**config.mk**
```make
export PLATFORM = sky130hd
export DESIGN_NAME = instruct_fetch
export DESIGN_NICKNAME = d
export VERILOG_FILES = /design/src/rtl/if_pkg.sv /design/src/rtl/fetch_skid_buf.sv /design/src/rtl/instruct_fetch.sv
export SDC_FILE = /design/constraint.sdc
export NUM_CORES = 1
export LEC_CHECK = 0
export BUFFER_PORTS_ARGS = -buffer_cell sky130_fd_sc_hd__clkbuf_2
export CAP_MARGIN = 0
export CORE_MARGIN = 2
export CORE_UTILIZATION = 29
export DETAILED_ROUTE_END_ITERATION = 12
export PLACE_DENSITY = 0.56
export SLEW_MARGIN = 20
export SYNTH_ARGS = -nofsm -noshare
export SYNTH_HDL_FRONTEND = slang
export SYNTH_SLANG_ARGS = --single-unit
```
**constraint.sdc**
```tcl
create_clock -name clk -period 3.4 [get_ports clk]
set_input_delay 0.51 -clock clk [delete_from_list [all_inputs] [get_ports clk]]
set_output_delay 0.51 -clock clk [all_outputs]
set_load 0.02 [all_outputs]
```
**src/rtl/if_pkg.sv**
```systemverilog
// Shared types and constants for the instruction fetch stage.
package if_pkg;

    localparam int unsigned XLEN = 32;
    localparam int unsigned ILEN = 32;

    typedef enum logic [1:0] {
        FETCH,
        HOLD,
        DROP
    } if_state_e;

    localparam logic [ILEN-1:0] NOP_INSTR       = 32'h0000_0000;
    localparam logic [XLEN-1:0] WORD_ALIGN_MASK = 32'hFFFF_FFFC;

    function automatic logic [XLEN-1:0] word_align(input logic [XLEN-1:0] addr);
        return addr & WORD_ALIGN_MASK;
    endfunction

endpackage

```
**src/rtl/fetch_skid_buf.sv**
```systemverilog
// One-entry skid buffer holding a fetched word and its PC+step while decode stalls.
module fetch_skid_buf
    import if_pkg::*;
(
    input  logic            clk,
    input  logic            reset,
    input  logic            load,
    input  logic            drain,
    input  logic            clear,
    input  logic [ILEN-1:0] load_data,
    input  logic [XLEN-1:0] load_pc,
    output logic [ILEN-1:0] data,
    output logic [XLEN-1:0] pc,
    output logic            full
);

    always_ff @(posedge clk) begin
        if (!reset || clear) begin
            full <= 1'b0;
            data <= NOP_INSTR;
            pc   <= '0;
        end else if (load) begin
            full <= 1'b1;
            data <= load_data;
            pc   <= load_pc;
        end else if (drain) begin
            full <= 1'b0;
        end
    end

endmodule

```
**src/rtl/instruct_fetch.sv**
```systemverilog
// Instruction fetch stage: PC, imem req/ready handshake and IF/ID register.
// Optional performance counters are enabled by defining FETCH_PERF_CNT_EN.
module instruct_fetch
    import if_pkg::*;
#(
    parameter logic [XLEN-1:0] RESET_PC = 32'h0000_0000,
    parameter logic [XLEN-1:0] PC_STEP  = 32'd4
) (
    input  logic            clk,
    input  logic            reset,
    input  logic            hazard_detected,
    input  logic            br_taken,
    input  logic [XLEN-1:0] br_target,
    output logic            imem_req,
    output logic [XLEN-1:0] imem_addr,
    input  logic            imem_ready,
    input  logic [ILEN-1:0] imem_rdata,
    output logic [ILEN-1:0] instruction,
    output logic [XLEN-1:0] pc_out,
    output logic            if_valid
`ifdef FETCH_PERF_CNT_EN
    ,
    output logic [31:0]     fetch_count,
    output logic [31:0]     stall_count,
    output logic [15:0]     flush_count
`endif
);

    if_state_e state, state_nxt;

    logic            active;
    logic [XLEN-1:0] pc, pc_nxt, pc_inc;
    logic [XLEN-1:0] redirect_pc, redirect_pc_nxt;
    logic [XLEN-1:0] target;
    logic            accept;

    logic            ifid_load;
    logic [ILEN-1:0] ifid_instr_nxt;
    logic [XLEN-1:0] ifid_pc_nxt;

    logic            skid_load, skid_drain, skid_full;
    logic [ILEN-1:0] skid_data;
    logic [XLEN-1:0] skid_pc;

    assign target    = word_align(br_target);
    assign pc_inc    = pc + PC_STEP;
    assign imem_addr = pc;
    assign imem_req  = active && (state != HOLD);
    assign accept    = imem_req && imem_ready;

    fetch_skid_buf u_skid (
        .clk       (clk),
        .reset     (reset),
        .load      (skid_load),
        .drain     (skid_drain),
        .clear     (br_taken),
        .load_data (imem_rdata),
        .load_pc   (pc_inc),
        .data      (skid_data),
        .pc        (skid_pc),
        .full      (skid_full)
    );

    // An unaccepted request cannot be withdrawn, so in DROP pc keeps the old
    // address on the bus and the branch target waits in redirect_pc.
    always_comb begin
        state_nxt       = state;
        pc_nxt          = pc;
        redirect_pc_nxt = redirect_pc;
        ifid_load       = 1'b0;
        ifid_instr_nxt  = imem_rdata;
        ifid_pc_nxt     = pc_inc;
        skid_load       = 1'b0;
        skid_drain      = 1'b0;

        if (br_taken) begin
            if (imem_req && !imem_ready) begin
                state_nxt       = DROP;
                redirect_pc_nxt = target;
            end else begin
                state_nxt = FETCH;
                pc_nxt    = target;
            end
        end else begin
            case (state)
                FETCH: begin
                    if (accept) begin
                        pc_nxt = pc_inc;
                        if (hazard_detected) begin
                            skid_load = 1'b1;
                            state_nxt = HOLD;
                        end else begin
                            ifid_load = 1'b1;
                        end
                    end
                end
                HOLD: begin
                    if (!hazard_detected) begin
                        skid_drain     = 1'b1;
                        ifid_load      = skid_full;
                        ifid_instr_nxt = skid_data;
                        ifid_pc_nxt    = skid_pc;
                        state_nxt      = FETCH;
                    end
                end
                DROP: begin
                    if (imem_ready) begin
                        pc_nxt    = redirect_pc;
                        state_nxt = FETCH;
                    end
                end
                default: state_nxt = FETCH;
            endcase
        end
    end

    always_ff @(posedge clk) begin
        if (!reset) begin
            state <= FETCH;
        end else begin
            state <= state_nxt;
        end
    end

    always_ff @(posedge clk) begin
        if (!reset) begin
            active      <= 1'b0;
            pc          <= RESET_PC;
            redirect_pc <= RESET_PC;
            instruction <= NOP_INSTR;
            pc_out      <= '0;
            if_valid    <= 1'b0;
        end else begin
            active      <= 1'b1;
            pc          <= pc_nxt;
            redirect_pc <= redirect_pc_nxt;
            if (br_taken) begin
                instruction <= NOP_INSTR;
                if_valid    <= 1'b0;
            end else if (ifid_load) begin
                instruction <= ifid_instr_nxt;
                pc_out      <= ifid_pc_nxt;
                if_valid    <= 1'b1;
            end else if (!hazard_detected) begin
                instruction <= NOP_INSTR;
                if_valid    <= 1'b0;
            end
        end
    end

`ifdef FETCH_PERF_CNT_EN
    always_ff @(posedge clk) begin
        if (!reset) begin
            fetch_count <= '0;
            stall_count <= '0;
            flush_count <= '0;
        end else begin
            if (ifid_load && fetch_count != '1) fetch_count <= fetch_count + 32'd1;
            if (hazard_detected && stall_count != '1) stall_count <= stall_count + 32'd1;
            if (br_taken && flush_count != '1) flush_count <= flush_count + 16'd1;
        end
    end
`endif

endmodule

```
==> reports/metrics.yaml, run 1 <==
maxSlewViolCount: 0
synth-compound-area-share: 0.230
critPathBufInv: 0
worstMarginPinSlew_ns: 0.959
power_mw: 4.96
wl_per_cell_um: 17.3
gr-total-overflow: 0
io_buffers: 160
instances_no_fill: 1608
synth_warnings: 0
cts_root_buffer: "clkbuf_16"
die_x_um: 179
synth_top_family_by_area: "compound AO/OA/AOI/OAI gates"
worstSetupPathType: "flip-flop to flip-flop"
stdcell_area_um2: 10600
die_h_um: 179
nets: 1270
hold_start: "imem_rdata[8]"
area_delta_synth_final_pct: 19.0
max_clock_freq_mhz: 397
fin_crit_sh: 0.741
setup_viol: 0
drive_above_1_share: 0.237
synthAdderAreaFrac: 0.00141
crit_chain: "ha_1, nand4_4, nor3_4, nand4_4, or4_1, a31oi_1"
grtUsageMet1: 0.229
slew_headroom: 0.360
async_flop_share: 0
synthMuxAreaShare: 0.0440
die_area_um2: 32000
ant_nets: 0
power_density_nw_per_um2: 470
period_needed_ns: 2.52
start_util: 0.292
grt_pass1_wl_mm: 43.4
synth_top_area_cell: "dfxtp_1"
setup.worst_path.end_class: "flip-flop"
nFillCells: 3187
synth_simple_gate_area_share: 0.221
drc_errors: 0
critPathTopFamily: "simple AND/OR/NAND/NOR gates"
ctsResizeCount: 0
ys_types: 73
place_area_um2: 9950
met3_usage: 0.0314
max-vdd-ir-drop_mv: 0.343
cp.required_ns: 3.76
vias: 8312
crit_path_frequent_cell: "nand4_4"
min_to: "u_skid.data[8]"
first_global_vias: 7696
grt_max_degree: 72
via_per_inst: 5.17
dr.pass1.iters: 5
post_cts_buffers: 0
avgSynthCellArea_um2: 8.14
critical_path.startpoint: "imem_addr[3]"
netlist_instances: 1090
fin_worst_skew_ns: 0.0101
startpoint_type: "flip-flop"
grt.met2_usage: 0.283
hold_violations: 0
cts_tree: "built"
finish.utilization: 0.348
dp.final_hpwl_mm: 18.8
antenna_found_initial: 1
placedCellCount: 1577
ios: 167
p_leak_nw: 3.93
synth.top_cells.by_area: "dfxtp_1, nand2_1, a21oi_1"
synth-edff-count: 0
path_max_fanout: 9
maxCapViolCount: 0
worst_r2r_path_depth: 6
htreeDepth: 4
cts.clk_slew.worst_paths_ns: 0.07
ctsHoldBuffers: 0
core-area_um2: 30300
r2r-end: "pc_out[26]"
synth_area_um2: 8870
rows: 64
hp-class: "input pin to flip-flop"
ff2ff_setup_slack_ns: 0.88
rsz0062_at_grt: "false"
gp_congestion: 0.778
routed_wl_mm: 27.8
cp_slowest_cell: "nor3_4"
synth_seq_cells: 189
numClockSinks: 189
synth_ff_type: "dfxtp_1"
clk_latency_ns: 0.44
grt.busiest_layer: "met2"
grt_use_total: 0.174
status: "complete, no violations"
tns_ns: 0
crit_arrival_ns: 2.88
ys_seq_area_frac: 0.427
synth_xor_area_frac: 0.0197
yosys.area.top_type_share: 0.427
numCtsBuffers: 17
drt_iter0_drc: 483
clockBufferDepth: 2
reg2reg_from: "imem_addr[3]"
min_path_cells: 3
max_stage_delay_ns: 0.52
## worst max-delay path by stage
stage | to | slack, ns | depth (start not counted)
after floorplan | pc_out[26] | 1.27 | 6
after global placement | imem_addr[24] | 0.94 | 7
after detailed placement | imem_addr[24] | 0.91 | 7
after CTS | imem_addr[24] | 0.89 | 7
after global routing | imem_addr[24] | 0.72 | 7
final | pc_out[26] | 0.88 | 6
## per-stage QoR
stage | hold WS (ns) | setup WS [ns]
after global routing | 0.283 | 0.722
after detailed placement | 0.444 | 0.906
final | 0.293 | 0.880
after global placement | 0.441 | 0.941
after CTS | 0.267 | 0.889
after floorplan | 0.433 | 1.27
## per-layer routing
layer / routed length, um / share of wire
met4: 611 / 0.022
met1: 12700 / 0.46
met2: 13300 / 0.48
met3: 1310 / 0.047
met5: 0 / 0
## registers in the layout, summed over array words and instances (netlist names), 2 cells and up
name,count
instruction,32
u_skid.data,32
imem_addr,30
pc_out,30
redirect_pc,30
u_skid.pc,30
state,2
## layout make-up
| class | count | area (um^2) | share of cell area |
|---|---|---|---|
| multi-input cells | 794 | 4610 | 0.437 |
| flip-flops and latches | 189 | 3780 | 0.359 |
| repair buffers | 189 | 1030 | 0.0977 |
| well taps | 396 | 495 | 0.0470 |
| clock buffers | 19 | 453 | 0.0429 |
| clock inverters | 11 | 143 | 0.0135 |
| inverters | 9 | 33.8 | 0.00320 |
| diodes | 1 | 2.50 | 0.000237 |
## placed cells by master, fill, tap and decap left out, drive strengths merged, types with 9 or more instances in the layout
| cell | netlist | layout |
|---|---|---|
| a22oi | 33 | 33 |
| a31oi | 16 | 16 |
| a211oi | 28 | 28 |
| and3 | 15 | 15 |
| dfxtp | 189 | 189 |
| nor2 | 100 | 100 |
| clkbuf | 63 | 179 |
| xnor2 | 13 | 13 |
| inv | 9 | 10 |
| buf | 37 | 29 |
| nand2 | 180 | 180 |
| o211ai | 9 | 9 |
| a21oi | 119 | 119 |
| nand4 | 12 | 12 |
| nor4 | 12 | 12 |
| o21ai | 51 | 51 |
| nand3 | 32 | 32 |
| nor3 | 32 | 32 |
| mux2 | 32 | 32 |
## worst register-to-register path: cells and delay by family (launching register included)
| family | cells | cell delay, ns |
|---|---|---|
| compound gates | 1 | 0.18 |
| fa+ha+maj | 1 | 0.41 |
| flops | 1 | 0.49 |
| simple gates | 4 | 1.37 |
## cells in the mapped netlist (4+ instances only)
library cell,instances
dfxtp_1,189
nand2_1,180
a21oi_1,119
nor2_1,100
clkbuf_1,62
o21ai_0,51
a22oi_1,33
mux2_2,32
nand3_1,31
nor3_1,29
a211oi_1,27
buf_2,18
a31oi_1,16
xnor2_1,13
and3_1,10
o211ai_1,9
inv_1,8
nand4_1,8
nor4_1,8
a311oi_1,7
buf_1,7
buf_4,7
nand2b_1,7
o31a_1,7
xor2_1,7
a31o_2,6
o31ai_1,6
a211o_1,5
and2_1,5
buf_6,5
o221ai_1,5
or3_1,5
a221oi_1,4
a311o_1,4
and3_2,4
nor2b_1,4
## power by group
group | total, mW | leakage, nW | switching [mW] | internal [mW]
clock | 2.08 | 0.291 | 0.898 | 1.19
combinational | 0.524 | 2.10 | 0.339 | 0.185
sequential | 2.35 | 1.53 | 0.0760 | 2.27
## logic make-up (layout without fill, tap and decap cells)
| logic type | Yosys count | after routing |
|---|---|---|
| flops | 189 | 189 |
| xor+xnor | 20 | 20 |
| other cells | 1 | 5 |
| buf+inv | 110 | 228 |
| fa+ha+maj | 1 | 1 |
| simple gates | 416 | 416 |
| mux | 35 | 35 |
| compound gates | 318 | 318 |
(Power assumes the default switching activity.)
==> inputs of run 2 (changes only) <==
Clock period 3.4 ns to 2.5 ns, I/O delays scaled along.
==> run 2 against run 1 <==
Clock power increased by 34%. Routed wire length grew 0.63%. Sequential share of layout area down 0.61 points. Sequential cell count is the same. Combinational power rose by 45%. Setup slack worse by 0.62 ns. Largest power group unchanged.
==> reports/metrics.yaml, run 2 (synthesized netlist as in run 1, its figures left out) <==
route.met2.wl_mm: 13.7  # was 13.3 mm
max-vdd-ir-drop_mv: 0.494  # was 0.343 mV
die_area_um2: 32000  # unchanged
area_delta_synth_final_pct: 21.0  # was 19.0%
path_max_fanout: 9  # unchanged
worstMarginPinSlew_ns: 0.873  # was 0.959 ns
dr_wl_met3_mm: 1.12  # was 1.31 mm
antenna_found_initial: 0  # was 1
ios: 167  # unchanged
wl_met1_mm: 12.8  # was 12.7 mm
gr-total-overflow: 0  # unchanged
rows: 64  # unchanged
htreeDepth: 4  # unchanged
max_clock_freq_mhz: 446  # was 397 MHz
final_common_cell: "dfxtp_1"  # unchanged
antenna_cells: 0  # was 1
rsz0062_at_grt: "false"  # unchanged
power_density_nw_per_um2: 626  # was 470 nW/um^2
fin_worst_skew_ns: 0.0124  # was 0.0101 ns
clockBufferDepth: 2  # unchanged
startpoint_type: "flip-flop"  # unchanged
dr.pass1.iters: 5  # unchanged
placedCellCount: 1592  # was 1577
p_leak_nw: 4.02  # was 3.93 nW
maxCapViolCount: 0  # unchanged
cp.required_ns: 2.88  # was 3.76 ns
maxSlewViolCount: 0  # unchanged
grt_use_total: 0.173  # was 0.174
period_needed_ns: 2.24  # was 2.52 ns
drc_errors: 0  # unchanged
nFillCells: 3187  # unchanged
slew_headroom: 0.418  # was 0.360
start_util: 0.292  # unchanged
hp-class: "input pin to flip-flop"  # unchanged
fin_crit_sh: 0.896  # was 0.741
io_buffers: 160  # unchanged
wl_per_cell_um: 17.3  # about the same
nets: 1285  # was 1270
numCtsBuffers: 17  # unchanged
die_h_um: 179  # unchanged
ant_nets: 0  # unchanged
via_per_inst: 5.14  # was 5.17
die_x_um: 179  # unchanged
clk_latency_ns: 0.45  # was 0.44 ns
power_mw: 6.72  # was 4.96 mW
top_regs: "instruction (32), u_skid.data (32)"  # unchanged
ctsHoldBuffers: 0  # unchanged
drive_above_1_share: 0.248  # was 0.237
crit_arrival_ns: 2.62  # was 2.88 ns
hold_violations: 0  # unchanged
vias: 8344  # was 8312
status: "complete, no violations"  # unchanged
first_global_vias: 7846  # was 7696
ctsResizeCount: 0  # unchanged
final_cell_mix: "dfxtp_1, nand2_1, clkbuf_2, a21oi_1, nor2_1"  # unchanged
cts_root_buffer: "clkbuf_16"  # unchanged
worstSetupPathType: "flip-flop to flip-flop"  # unchanged
gp_congestion: 0.834  # was 0.778
tns_ns: 0  # unchanged
grt_max_degree: 72  # unchanged
instances_no_fill: 1624  # was 1608
routed_wl_mm: 28.0  # was 27.8 mm
setup.worst_path.end_class: "flip-flop"  # unchanged
top_layer: "met4"  # unchanged
setup_viol: 0  # unchanged
post_cts_buffers: 0  # unchanged
dp.final_hpwl_mm: 19.2  # was 18.8 mm
core-area_um2: 30300  # unchanged
cts_tree: "built"  # unchanged
numClockSinks: 189  # unchanged
grt_pass1_wl_mm: 43.3  # was 43.4 mm
drt_iter0_drc: 575  # was 483
cts.clk_slew.worst_paths_ns: 0.08  # was 0.07 ns
[run 2: cell count changes in the layout (fill, tap and decap cells not counted), sizes merged]
cell,delta
buf,+15
inv,+6
bufinv,-2
clkinv,-2
clkbuf,-1
clkinvlp,+1
diode,-1
[run 2: power breakdown]
part / switching [mW] / internal (mW)
clock network: 1.34 / 1.44
logic: 0.482 / 0.280
registers: 0.0870 / 3.09
total: 1.91 / 4.81
[run 2: worst paths after layout]
check | start | to | slack [ns] | depth (start not counted)
hold reg to reg | u_skid.data[31] | u_skid.data[31] | 0.45 | 2
hold / removal | br_target[2] | redirect_pc[2] | 0.15 | 3
setup / recovery | imem_addr[2] | pc_out[26] | 0.26 | 6
setup reg to reg | imem_addr[2] | pc_out[26] | 0.26 | 6
[run 2: final cells by class]
class / instances / area, um^2 / area share
clock buffer: 18 / 439 / 0.0409
clock inverter: 14 / 153 / 0.0142
inverter: 9 / 33.8 / 0.00315
multi-input combinational: 794 / 4610 / 0.430
sequential: 189 / 3780 / 0.352
tap: 396 / 495 / 0.0462
timing repair buffer: 204 / 1220 / 0.114
[run 2: worst max-delay path, stage by stage (launching register included)]
cell     delay, ns
dfxtp_1       0.34
ha_1          0.33
nand4_4       0.17
nor3_4        0.51
nand4_4       0.22
or4_1         0.44
a31oi_1       0.16
[run 2: through the flow]
step	utilization	area [um^2]	setup slack (ns)	hold WS, ns
3_5_place_dp	0.334	10100	0.298	0.446
3_3_place_gp	0.334	10100	0.352	0.439
5_1_grt	0.354	10700	0.102	0.148
4_1_cts	0.354	10700	0.290	0.134
2_1_floorplan	-	8880	0.365	0.403
6_report	0.354	10700	0.259	0.154
[run 2: routing by layer]
layer  GRT usage  vias to the layer above
met2       0.298                      150
met3      0.0312                       28
li1            -                     4145
met1       0.221                     4021
met4      0.0508                        0
met5           0                        -
